File: config.mk
export PLATFORM = sky130hd
export DESIGN_NAME = fetch_stage_flat
export DESIGN_NICKNAME = d
export VERILOG_FILES = /design/src/rtl/fetch_stage_if.sv /design/src/rtl/fetch_stage.sv /design/src/flat_wrapper.sv
export SDC_FILE = /design/constraint.sdc
export NUM_CORES = 1
export LEC_CHECK = 0
export ABC_AREA = 1
export BUFFER_PORTS_ARGS = -buffer_cell sky130_fd_sc_hd__buf_2
export CAP_MARGIN = 10
export CORE_UTILIZATION = 25
export CTS_BUF_LIST = sky130_fd_sc_hd__clkbuf_4 sky130_fd_sc_hd__clkbuf_8 sky130_fd_sc_hd__clkbuf_16
export DETAILED_ROUTE_END_ITERATION = 8
export HOLD_SLACK_MARGIN = 0.05
export PLACE_DENSITY = 0.54
export SYNTH_ARGS = -nofsm -noshare
export SYNTH_HDL_FRONTEND = slang
export SYNTH_SLANG_ARGS = --single-unit
export TNS_END_PERCENT = 10
File: constraint.sdc
create_clock -name clk -period 3.31 [get_ports clk]
set_input_delay 0.4965 -clock clk [delete_from_list [all_inputs] [get_ports clk]]
set_output_delay 0.4965 -clock clk [all_outputs]
set_load 0.03 [all_outputs]
File: src/rtl/fetch_stage_if.sv
`default_nettype none
// +--------------------------------------------------------------------+
// | fetch_stage_if : F->D pipeline bundle (instruction, PC, exc, slot)   |
// | Revision 1.0                                                         |
// +--------------------------------------------------------------------+
interface fetch_stage_if;
  logic [31:0] Instr_F;
  logic [31:0] pc_F;
  logic [4:0]  EXCode_F;
  logic        ISDB_F;

  modport master (
    output Instr_F,
    output pc_F,
    output EXCode_F,
    output ISDB_F
  );

  modport slave (
    input Instr_F,
    input pc_F,
    input EXCode_F,
    input ISDB_F
  );
endinterface
`default_nettype wire

File: src/rtl/fetch_stage.sv
`default_nettype none
// +--------------------------------------------------------------------+
// | fetch_stage : PC register, next-PC select, AdEL detect, fetch count  |
// | Revision 1.0                                                         |
// +--------------------------------------------------------------------+
module fetch_stage #(
  parameter logic [31:0] RESET_PC   = 32'h0000_3000,
  parameter logic [31:0] HANDLER_PC = 32'h0000_4180,
  parameter logic [31:0] IM_LO      = 32'h0000_3000,
  parameter logic [31:0] IM_HI      = 32'h0000_6FFF
) (
  input  wire logic        clk,
  input  wire logic        reset,
  input  wire logic        Req,
  input  wire logic        stall,
  input  wire logic        eret_D,
  input  wire logic [31:0] epc,
  input  wire logic        branch_taken_D,
  input  wire logic [31:0] branch_target_D,
  input  wire logic        is_jump_D,
  input  wire logic [31:0] i_inst_rdata,
  output      logic [31:0] i_inst_addr,
  fetch_stage_if.master    fd,
  output      logic [31:0] fetch_cnt
);

  localparam logic [4:0] EXC_ADEL = 5'd4;

  logic [31:0] pc_q;
  logic [31:0] pc_d;
  logic [31:0] cnt_q;
  logic [31:0] cnt_d;
  logic        fault;

  // Req beats stall so an interrupt can never be masked by a hazard hold.
  always_comb begin
    pc_d  = pc_q + 32'd4;
    cnt_d = cnt_q + 32'd1;
    if (Req) begin
      pc_d  = HANDLER_PC;
      cnt_d = cnt_q;
    end else if (stall) begin
      pc_d  = pc_q;
      cnt_d = cnt_q;
    end else if (eret_D) begin
      pc_d  = epc;
    end else if (branch_taken_D) begin
      pc_d  = branch_target_D;
    end
  end

  always_ff @(posedge clk) begin
    if (reset) begin
      pc_q  <= RESET_PC;
      cnt_q <= 32'd0;
    end else begin
      pc_q  <= pc_d;
      cnt_q <= cnt_d;
    end
  end

  // Redirect targets are only checked once they become the fetch PC.
  always_comb begin
    fault = (pc_q[1:0] != 2'b00) || (pc_q < IM_LO) || (pc_q > IM_HI);
  end

  always_comb begin
    i_inst_addr = pc_q;
    fd.pc_F     = pc_q;
    fd.Instr_F  = fault ? 32'h0 : i_inst_rdata;
    fd.EXCode_F = fault ? EXC_ADEL : 5'd0;
    fd.ISDB_F   = is_jump_D & ~eret_D;
    fetch_cnt   = cnt_q;
  end

endmodule
`default_nettype wire

File: src/flat_wrapper.sv
// flat-port wrapper written by rule: the top's interface ports become plain ports
module fetch_stage_flat 
#(
  parameter logic [31:0] RESET_PC   = 32'h0000_3000,
  parameter logic [31:0] HANDLER_PC = 32'h0000_4180,
  parameter logic [31:0] IM_LO      = 32'h0000_3000,
  parameter logic [31:0] IM_HI      = 32'h0000_6FFF
)
  (clk, reset, Req, stall, eret_D, epc, branch_taken_D, branch_target_D, is_jump_D, i_inst_rdata, i_inst_addr, fetch_cnt, fd_Instr_F, fd_pc_F, fd_EXCode_F, fd_ISDB_F);
  fetch_stage_if fd_i ();
  input  wire logic clk;
  input  wire logic reset;
  input  wire logic Req;
  input  wire logic stall;
  input  wire logic eret_D;
  input  wire logic [31:0] epc;
  input  wire logic branch_taken_D;
  input  wire logic [31:0] branch_target_D;
  input  wire logic is_jump_D;
  input  wire logic [31:0] i_inst_rdata;
  output      logic [31:0] i_inst_addr;
  output      logic [31:0] fetch_cnt;
  output wire logic [$bits(fd_i.Instr_F)-1:0] fd_Instr_F;
  output wire logic [$bits(fd_i.pc_F)-1:0] fd_pc_F;
  output wire logic [$bits(fd_i.EXCode_F)-1:0] fd_EXCode_F;
  output wire logic [$bits(fd_i.ISDB_F)-1:0] fd_ISDB_F;
  assign fd_Instr_F = fd_i.Instr_F;
  assign fd_pc_F = fd_i.pc_F;
  assign fd_EXCode_F = fd_i.EXCode_F;
  assign fd_ISDB_F = fd_i.ISDB_F;
  fetch_stage #(.RESET_PC(RESET_PC), .HANDLER_PC(HANDLER_PC), .IM_LO(IM_LO), .IM_HI(IM_HI)) u_core (.clk(clk), .reset(reset), .Req(Req), .stall(stall), .eret_D(eret_D), .epc(epc), .branch_taken_D(branch_taken_D), .branch_target_D(branch_target_D), .is_jump_D(is_jump_D), .i_inst_rdata(i_inst_rdata), .i_inst_addr(i_inst_addr), .fd(fd_i), .fetch_cnt(fetch_cnt));
endmodule
Word level (Yosys, flattened, before mapping) --
Index checks and enable logic that the tools add are counted.
Operators by class: eq/ne operators 1, bitwise operators 4, reductions and logical operators 5, add/subtract/negate cells 2, mux-type cells 6, order comparisons 2
Operators by type and width (count):
- 2-to-1 mux 32 bit | 3
- adder 32 x 1 -> 32 bit, second input constant | 1
- adder 32 x 3 -> 32 bit, second input constant | 1
- greater-than comparator 32 x 15 -> 1 bit, second input constant | 1
- < comparator 32 x 14 -> 1 bit, second input constant | 1
- 2-to-1 mux 15 bit | 2
- 2-to-1 mux 3 bit | 1
- NOT 1 bit | 3
- logical OR 1 bit | 2
- inequality test 2 bit, second input constant | 1
- AND reduction 2 bit | 1
- nonzero test 2 bit | 1
- OR reduction 2 bit | 1
- bitwise AND 1 bit | 1
Storage, ports and cells: output and inout port bits 134, input port bits 103, register bits 64, word-level logic and storage cells 23

Longest topological paths before layout --
Gate-level depths: netlist of run 1.
word-level depth 5, mapped depth 10, depth with buffers taken out 10

Least setup slack after synthesis of run 1 --
No wires, ideal clock.
path type reg2out, start point register u_core.pc_q[12], in the netlist u_core.fd.pc_F[12], end point output port fd_Instr_F[22], slack 1.088 ns, required time 2.813 ns, arrival 1.725 ns, stages on the path, launching flop included 6, path buffers 1, path through dfxtp_1 -> nand2_1 -> a21oi_1 -> o2111ai_1 -> buf_2 -> nor2_1
Between the ends: cells in the longest elaborated chain, start to end 4, elaborated cells between the ends (all ways) 5, those cells by class order compare: 2; mux: 1; reduce/logical: 2
Ends and longest elaborated chain:
- start, declared | RTL line fetch_stage.sv:29 | logic [31:0] pc_q;
- start signal, assigned | RTL line fetch_stage.sv:57 | pc_q <= pc_d;
- < comparator 32 x 14 -> 1 bit | RTL line fetch_stage.sv:64 | fault = (pc_q[1:0] != 2'b00) || (pc_q < IM_LO) || (pc_q > IM_HI);
- logical OR 1 bit | RTL line fetch_stage.sv:64
- logical OR 1 bit * | RTL line fetch_stage.sv:64
- net u_core.fault | RTL line fetch_stage.sv:33 | logic fault;
- 2-to-1 mux 32 bit * | RTL line fetch_stage.sv:70 | fd.Instr_F = fault ? 32'h0 : i_inst_rdata;
- end, declared | RTL line flat_wrapper.sv:23 | output wire logic [$bits(fd_i.Instr_F)-1:0] fd_Instr_F;
The timed path passes the listed nets; every way through them passes the cells marked *.

Final worst setup path of run 1 --
start point register u_core.pc_q[12], in the netlist u_core.fd.pc_F[12], end point output port fd_Instr_F[11]
Between the ends: cells in the longest elaborated chain, start to end 4, elaborated cells between the ends (all ways) 5, those cells by class order compare: 2; mux: 1; reduce/logical: 2
Ends and longest elaborated chain (RTL line):
- < comparator 32 x 14 -> 1 bit | fetch_stage.sv:64
- logical OR 1 bit | fetch_stage.sv:64
- logical OR 1 bit * | fetch_stage.sv:64
- 2-to-1 mux 32 bit * | fetch_stage.sv:70
Mark *: on every way between the ends. The rest lies on a longest branch, timed or not.

==> results.txt, run 1 <==
* Initial antenna violation count: 0
* Iteration count of the initial detailed-routing pass: 5
- Proportion of synthesized chip area in sequential cells: 0.260
- The number of antenna diodes in the final layout is 0.
- Master cell of the clock root buffer: sky130_fd_sc_hd__clkbuf_16
- Cell Pwr Density: 350 nW/um2
- WS Path Type: flop to output pin
- Max transition margin: 0.598
* Endpoint type of the worst setup path: output pin
* Worst-case clock buffer depth: 2
- For this run, the total global-route usage over all layers was measured as 0.177.
* Vias in the first global route: 5391
- The clock arrives with roughly 0.0045 ns of skew.
- Cell at the slowest stage of the critical path: sky130_fd_sc_hd__dfxtp_1
- Area Overhead vs Synth: 29.6%
- Using the TritonRoute via totals, the vias-per-cell ratio works out to 4.50.
- Final hold violation count: 0
- Setup repair after global routing left no endpoint under its margin.
- Mean Syn Cell Area: 5.83 um2
- Worst reg2reg setup slack: 1.36 ns
- In the finished design, the share of the clock period the worst path needs comes to 0.758.
* Count of endpoints failing setup in the final report: 0
- Counting the buffers created by CTS gives 9.
* CP Cell Sequence: nand2_1 -> a21oi_1 -> o2111ai_2 -> buf_4 -> nor2_1 -> buf_2
- The number of placed instances, taps included, is 1287.
* Proportion of layout cells with a drive suffix above 1: 0.274
- Worst slack on hold paths: 0.410 ns
- The routed design has 18100 um of wire.
* Count of warnings emitted by yosys: 0
- After detailed routing, the average wire length per cell comes to approximately 14 um.
- At the pin with the least slew margin, the transition time is around 0.6 ns.
- In this run, post-CTS hold repair placed 0 buffers.
- Min Clock Period, post-route: ~2.5 ns
* Die H: 142 um
- The top cell types in the final layout, fill and taps aside, are sky130_fd_sc_hd__nand2_1, sky130_fd_sc_hd__buf_2, sky130_fd_sc_hd__nor2_1.
- Die area: 20300 um2
- In this design, the stage delay of the slowest critical-path cell is 0.52 ns.
- Global routing finished with a remaining overflow of 0.
- The detail route stage leaves a number of antenna-violating nets equal to 0.
* Postcts setup bufs: 0
- After filler insertion, the fill cell instance count of the layout stands at 2231.
- The biggest area contributor in the post-synthesis netlist is sky130_fd_sc_hd__dfxtp_1.
- After detailed routing, the number of remaining DRC violations is 0.
- The run finished with clean final reports.
- Unique cell type count in the Yosys netlist: 36
- Across the run, the number of max-cap violations was 0.
- Port buffering added 232 buffers.
- After clock tree synthesis, the repair step resized 0 gates.
- Area inside the core boundary: 19000 um2
* Row count: 50
- Estimated wirelength of the detail-placed design: 14400 um
- Once layout is complete, the cells apart from fillers number 1302.
- By area the synthesized netlist is led by sky130_fd_sc_hd__dfxtp_1, sky130_fd_sc_hd__nand2_1, sky130_fd_sc_hd__nor2_1, sky130_fd_sc_hd__inv_1, sky130_fd_sc_hd__buf_4.
* Starting utilization of the core area: 0.259
- Together, buffers and inverters on the worst path number 2.
- Total via count after detailed routing: 5856
- For the worst setup path, the data required time is 2.81 ns.
- Worst-path clk slew: 0.06 ns
- Count of pins over their slew limit: 0
- Worst hold-check path type: input pin to flop
* Critical Path Fanout Max: 33
* Die width: 142 um
- Family with the most delay on the worst path: flip-flops
* Element type at the critical path start: flop
* Sinks on the clock net: 64
- After the last flow step, the layout net total stands at 1143.
- Synthesized area: 4930 um2
- Final cell utilization of the core: 0.336
- Final Wtd Congestion: 0.925
* Overall power consumption: 2.24 mW
- Largest net degree at the start of global routing: 34
- Leaving out fill and tap cells, the most frequent cell in the layout is sky130_fd_sc_hd__nand2_1.
- The first routing iteration left 181 violations.
- Leakage Power: roughly 3.0 nW
* Maximum vdd ir drop: 0.272 mV
* Setup TNS: 0 ns
- Flops & latches, synth: 64
- During I/O placement, the number of pins put on the boundary was 237.
- Arrival @ worst endpoint: 2.01 ns
* TritonCTS clock tree: built
- The first global-routing pass estimated between 20000 and 30000 um of wire.
- Number of standard cells after synthesis: 846
* Later-pin clock latency in the skew report: between 0.3 and 0.4 ns
- Fraction of synthesized cell area taken by the top area cell type: 0.260
- H-tree Lvls: 3
* Highest clock frequency the design can meet: about 400 MHz
[cell usage after synthesis]
library cell and count:
sky130_fd_sc_hd__or2_2 1, sky130_fd_sc_hd__dfxtp_1 64, sky130_fd_sc_hd__xnor2_1 5, sky130_fd_sc_hd__nor2_1 143, sky130_fd_sc_hd__o221a_2 5, sky130_fd_sc_hd__o21bai_1 1, sky130_fd_sc_hd__a22oi_1 1, sky130_fd_sc_hd__o211ai_1 3
sky130_fd_sc_hd__nand4_1 4, sky130_fd_sc_hd__nor2_2 6, sky130_fd_sc_hd__nand2_4 1, sky130_fd_sc_hd__xor2_1 6, sky130_fd_sc_hd__nand3_1 47, sky130_fd_sc_hd__o2111ai_1 1, sky130_fd_sc_hd__a31oi_1 1, sky130_fd_sc_hd__buf_6 2
sky130_fd_sc_hd__nand2_2 5, sky130_fd_sc_hd__clkbuf_1 14, sky130_fd_sc_hd__a221oi_1 22, sky130_fd_sc_hd__buf_4 38, sky130_fd_sc_hd__ha_1 2, sky130_fd_sc_hd__conb_1 1, sky130_fd_sc_hd__buf_2 8, sky130_fd_sc_hd__nor3_2 1
sky130_fd_sc_hd__nand2_1 258, sky130_fd_sc_hd__o21ai_0 37, sky130_fd_sc_hd__inv_2 3, sky130_fd_sc_hd__and3_1 1, sky130_fd_sc_hd__a21oi_1 49, sky130_fd_sc_hd__a41oi_1 2, sky130_fd_sc_hd__a211oi_1 1, sky130_fd_sc_hd__nor2_4 6
sky130_fd_sc_hd__nor3b_1 1, sky130_fd_sc_hd__nor3_1 10, sky130_fd_sc_hd__inv_1 95, sky130_fd_sc_hd__o21ai_1 1
[cell families (layout without fill, tap and decap cells)]
family,Yosys count,in the layout,synth area share
compound gates,124,124,0.155
xor+xnor,11,11,0.0195
fa+ha+maj,2,2,0.00508
buf+inv,160,353,0.156
flops,64,64,0.260
other cells,1,4,0.000761
simple gates,484,484,0.404
[final timing paths]
check / endpoint / cells past startpoint / startpoint
min reg2reg: u_core.fetch_cnt[31] / 2 / u_core.fetch_cnt[31]
max: fd_Instr_F[11] / 6 / u_core.fd.pc_F[12]
max reg2reg: u_core.fd.pc_F[8] / 7 / u_core.fd.pc_F[2]
min: u_core.fd.pc_F[6] / 3 / epc[6]
[report_power, final]
| group | internal, mW | switching, mW |
|---|---|---|
| Sequential | 0.792 | 0.0392 |
| Combinational | 0.143 | 0.299 |
| Clock | 0.603 | 0.362 |
| Total | 1.54 | 0.700 |
[area by class of cell]
cell class	instances	area, um2	share of cell area
clock buffer	11	246	0.0386
clock inverter	4	45.0	0.00705
inverter	98	368	0.0576
multi-input combinational	625	2900	0.454
sequential	64	1280	0.201
tap	260	325	0.0509
timing repair buffer	240	1220	0.191
[per-stage QoR]
stage	setup WS (ns)	cell area, um2
global route	0.650	6390
finish	0.802	6390
detailed placement	1.18	6100
floorplan	1.09	4940
global placement	1.17	6100
CTS	0.796	6390
[registers in the layout, indices dropped and copies added, names as in the netlist, named ones only]
name / count
u_core.fetch_cnt: 32
u_core.fd.pc_F: 30
[tightest hold or removal path: stages]
cell	delay, ns
sky130_fd_sc_hd__buf_2	0.09
sky130_fd_sc_hd__nand2_1	0.05
sky130_fd_sc_hd__a31oi_1	0.07
[routing by layer]
layer / routed length (um) / global-route usage
met1: 7810 / 0.208
met4: 346 / 0.0577
met5: 0 / 0
met3: 1060 / 0.0390
met2: 8890 / 0.315
No activity file was read; power rests on OpenSTA's default activity.
==> run 2: changes to the inputs <==
Settings changed: ABC_AREA 1 to 0, PLACE_DENSITY 0.54 to 0.55.
Clock period 3.31 ns to 2.4 ns, I/O delays scaled along.
==> results.txt, run 2 <==
* Area inside the core boundary: 16600 um2
* Element type at the critical path start: flop
* Leakage Power: 2.74 nW
* Initial antenna violation count: 6
- In this run the power density over the cells is 553 nW/um2.
* Arrival @ worst endpoint: 1.99 ns
* Number of CTS-inserted buffers: 9
* Number of fill cells: 1783
- Maximum vdd ir drop: 0.316 mV
- H-tree Lvls: 3
* Total via count after detailed routing: 4890
* DR DRC count: 0
- CTS placed an instance of sky130_fd_sc_hd__clkbuf_16 at the clock tree root.
- The clock passes through at most 2 buffers.
- Leading cell type in the layout, fill and taps excluded: sky130_fd_sc_hd__buf_2
- Min Clock Period, post-route: 2.35 ns
- In the final layout, the share of cells above drive strength 1 is 0.386.
- Setup total negative slack on the finished layout was measured at 0 ns.
- Area Overhead vs Synth: 40.2%
- The final hold violation count came to 0.
- In the post-route analysis, the smallest setup slack over all paths is around 0.048 ns.
- The cell count after synthesis came out at 562.
* Worst slack at placement: 0.233 ns
- Share of the clock period used by the worst path after layout: 0.980
- Entering global routing, the biggest net connects 44 pins.
* Leftover overflow at the end of global routing: 0
- Across every metal layer, demand over resource in global routing totals 0.180.
- Dividing the detail-routed wire length by the instance count gives 16.4 um.
- Worst hold-check path type: input pin to flop
* Synth top cells by count: sky130_fd_sc_hd__dfxtp_1, sky130_fd_sc_hd__nor2_1, sky130_fd_sc_hd__a21oi_1
- For the pin with the worst max-slew slack, the measured transition is 0.653 ns.
- Number of placed instances with taps included: 971
- The number of global-route vias before repair is 4518.
* Ys async rst share: 0
- For this run, the register share of the synthesized area comes to 0.301.
- Global-route wire length before repair: 25000 um
- Row generation in the floorplan step produced between 40 and 50 rows.
* Design Area, Final: 5970 um2
- By startpoint and endpoint, the worst setup path is classified as flop to output pin.
- The most used flip-flop cell after synthesis is sky130_fd_sc_hd__dfxtp_1.
- The initial utilization of the core area, before any placement, comes to 0.257.
* Cell taking the most area after synthesis: sky130_fd_sc_hd__dfxtp_1
- Biggest area contributors in the synthesized netlist: sky130_fd_sc_hd__dfxtp_1, sky130_fd_sc_hd__buf_4, sky130_fd_sc_hd__a21oi_1, sky130_fd_sc_hd__nor2_1, sky130_fd_sc_hd__and2_1
- The Yosys step of the flow raised 0 warnings.
- Max-cap check violation count: 0
* Number of nets in the layout: 871
- Status: finished, final reports clean
* Synthesized area: 4260 um2
* Estimated wirelength of the detail-placed design: 12000 um
* Initial drt markers: 335
- Worst slack on hold paths: 0.321 ns
- Data required, critical path: 2.04 ns
- Overall routed net length: roughly 16000 um
* Flops & latches, synth: 64
* Most frequent cells in the layout: sky130_fd_sc_hd__buf_2, sky130_fd_sc_hd__dfxtp_1, sky130_fd_sc_hd__nor2_1
- Post-detailed-placement cell area: around 5500 um2
- Critical Path Fanout Max: 9
- Total I/O pin count: roughly 240
- Die H: 133 um
* Max reg flops: 32
- Max transition margin: 0.561
- RSZ-0062 raised after global routing: true
* Final cell utilization of the core: 0.360
* Worst-path clk slew: 0.06 ns
- Once detail routing completed, the nets flagged for antenna violations numbered 0.
- A synthesized cell averages around 7.6 um2.
- Final Wtd Congestion: approximately 0.9
* Iteration count of the initial detailed-routing pass: 5
- TritonCTS built the clock tree.
- Die width: 133 um
- The completed layout was analyzed and its total power is approximately 3.3 mW.
* Sinks on the clock net: 64
- The floorplan step defined a die boundary enclosing 17600 um2.
- Input and output buffers added on the ports amount to 232.
* Via-per-instance ratio: 4.91
* Count of endpoints failing setup in the final report: 0
* Storage cell area: 1290 um2
* Highest clock frequency the design can meet: approximately 430 MHz
* Count of pins over their slew limit: 0
- Between clock sinks in the finished design, the worst skew comes to 0.00655 ns.
- Of the post-synthesis cell area, the dominant cell type holds 0.301.
- The synthesized netlist contains 55 unique library cells.
- Count leader, synth: sky130_fd_sc_hd__dfxtp_1
- Counting flops with a built-in enable in the synthesized netlist gives 0.
- Later-pin clock latency in the skew report: 0.33 ns
- In the final layout, the multi-input gates occupy 2590 um2.
* Cell Count, Final, Fillers Out: 995
* Endpoint type of the worst setup path: output pin
-- run 2: cell count changes in the layout (fill, tap and decap cells not counted), moves of 19 or more --
cell,previous run,this run
sky130_fd_sc_hd__nand3_1,47,26
sky130_fd_sc_hd__buf_4,8,32
sky130_fd_sc_hd__nand2_1,258,35
sky130_fd_sc_hd__nand4_1,4,23
sky130_fd_sc_hd__and2_1,0,34
sky130_fd_sc_hd__nor2_1,142,57
sky130_fd_sc_hd__inv_1,95,13
-- run 2: power breakdown --
group / internal [mW] / switching [mW]
sequential: 1.09 / 0.0477
combinational: 0.290 / 0.481
clock: 0.922 / 0.472
total: 2.30 / 1.00
-- run 2: critical path: stages (launching register included) --
cell and delay, ns:
sky130_fd_sc_hd__dfxtp_2 0.37, sky130_fd_sc_hd__nor4_2 0.30, sky130_fd_sc_hd__nand3_2 0.15, sky130_fd_sc_hd__nor3_4 0.24
sky130_fd_sc_hd__buf_12 0.15, sky130_fd_sc_hd__buf_6 0.13, sky130_fd_sc_hd__and2_1 0.12, sky130_fd_sc_hd__buf_2 0.19
-- run 2: timing repair --
action | in CTS | in global routing
resized for setup | 16 | 21
gates cloned | 3 | 0
hold buffers | 0 | 0
setup buffers | 1 | 0
setup endpoints to repair | 33 | 33
pin swaps | 2 | 5
-- run 2: path summary, 6_finish.rpt --
kind                                           start                   end  slack [ns]  cells after the start
worst min-delay path              branch_target_D[1]                  flop        0.32                      3
worst min register to register  u_core.fetch_cnt[31]  u_core.fetch_cnt[31]        0.49                      2
worst max register to register    u_core.fd.pc_F[16]    u_core.fd.pc_F[28]        0.28                      5
worst max-delay path              u_core.fd.pc_F[20]         fd_Instr_F[7]        0.05                      7
-- run 2: routing by layer --
metal  up-vias  share of wire  GRT usage
met5         -        0.00061          0
met4         2          0.010     0.0415
met3        15          0.080     0.0579
met2       194           0.46      0.292
met1      2245           0.45      0.232
li1       2434              -          -
-- run 2: cells by family after synthesis --
logic type | after synthesis | share of synthesized area
xor gates and xnor gates | 25 | 0.0514
AOI/OAI and AO/OA | 140 | 0.212
DFF | 64 | 0.301
muxes | 2 | 0.00470
and+or+nand+nor | 245 | 0.318
other | 1 | 0.000880
adders and majority gates | 2 | 0.00587
buffers and inverters | 83 | 0.107
-- run 2: final cells by class --
cell class	count	share of cell area
clock buffer	10	0.0400
clock inverter	4	0.0117
tap	220	0.0461
inverter	13	0.00817
sequential	64	0.216
multi-input combinational	418	0.433
timing repair buffer	260	0.242
antenna	6	0.00252
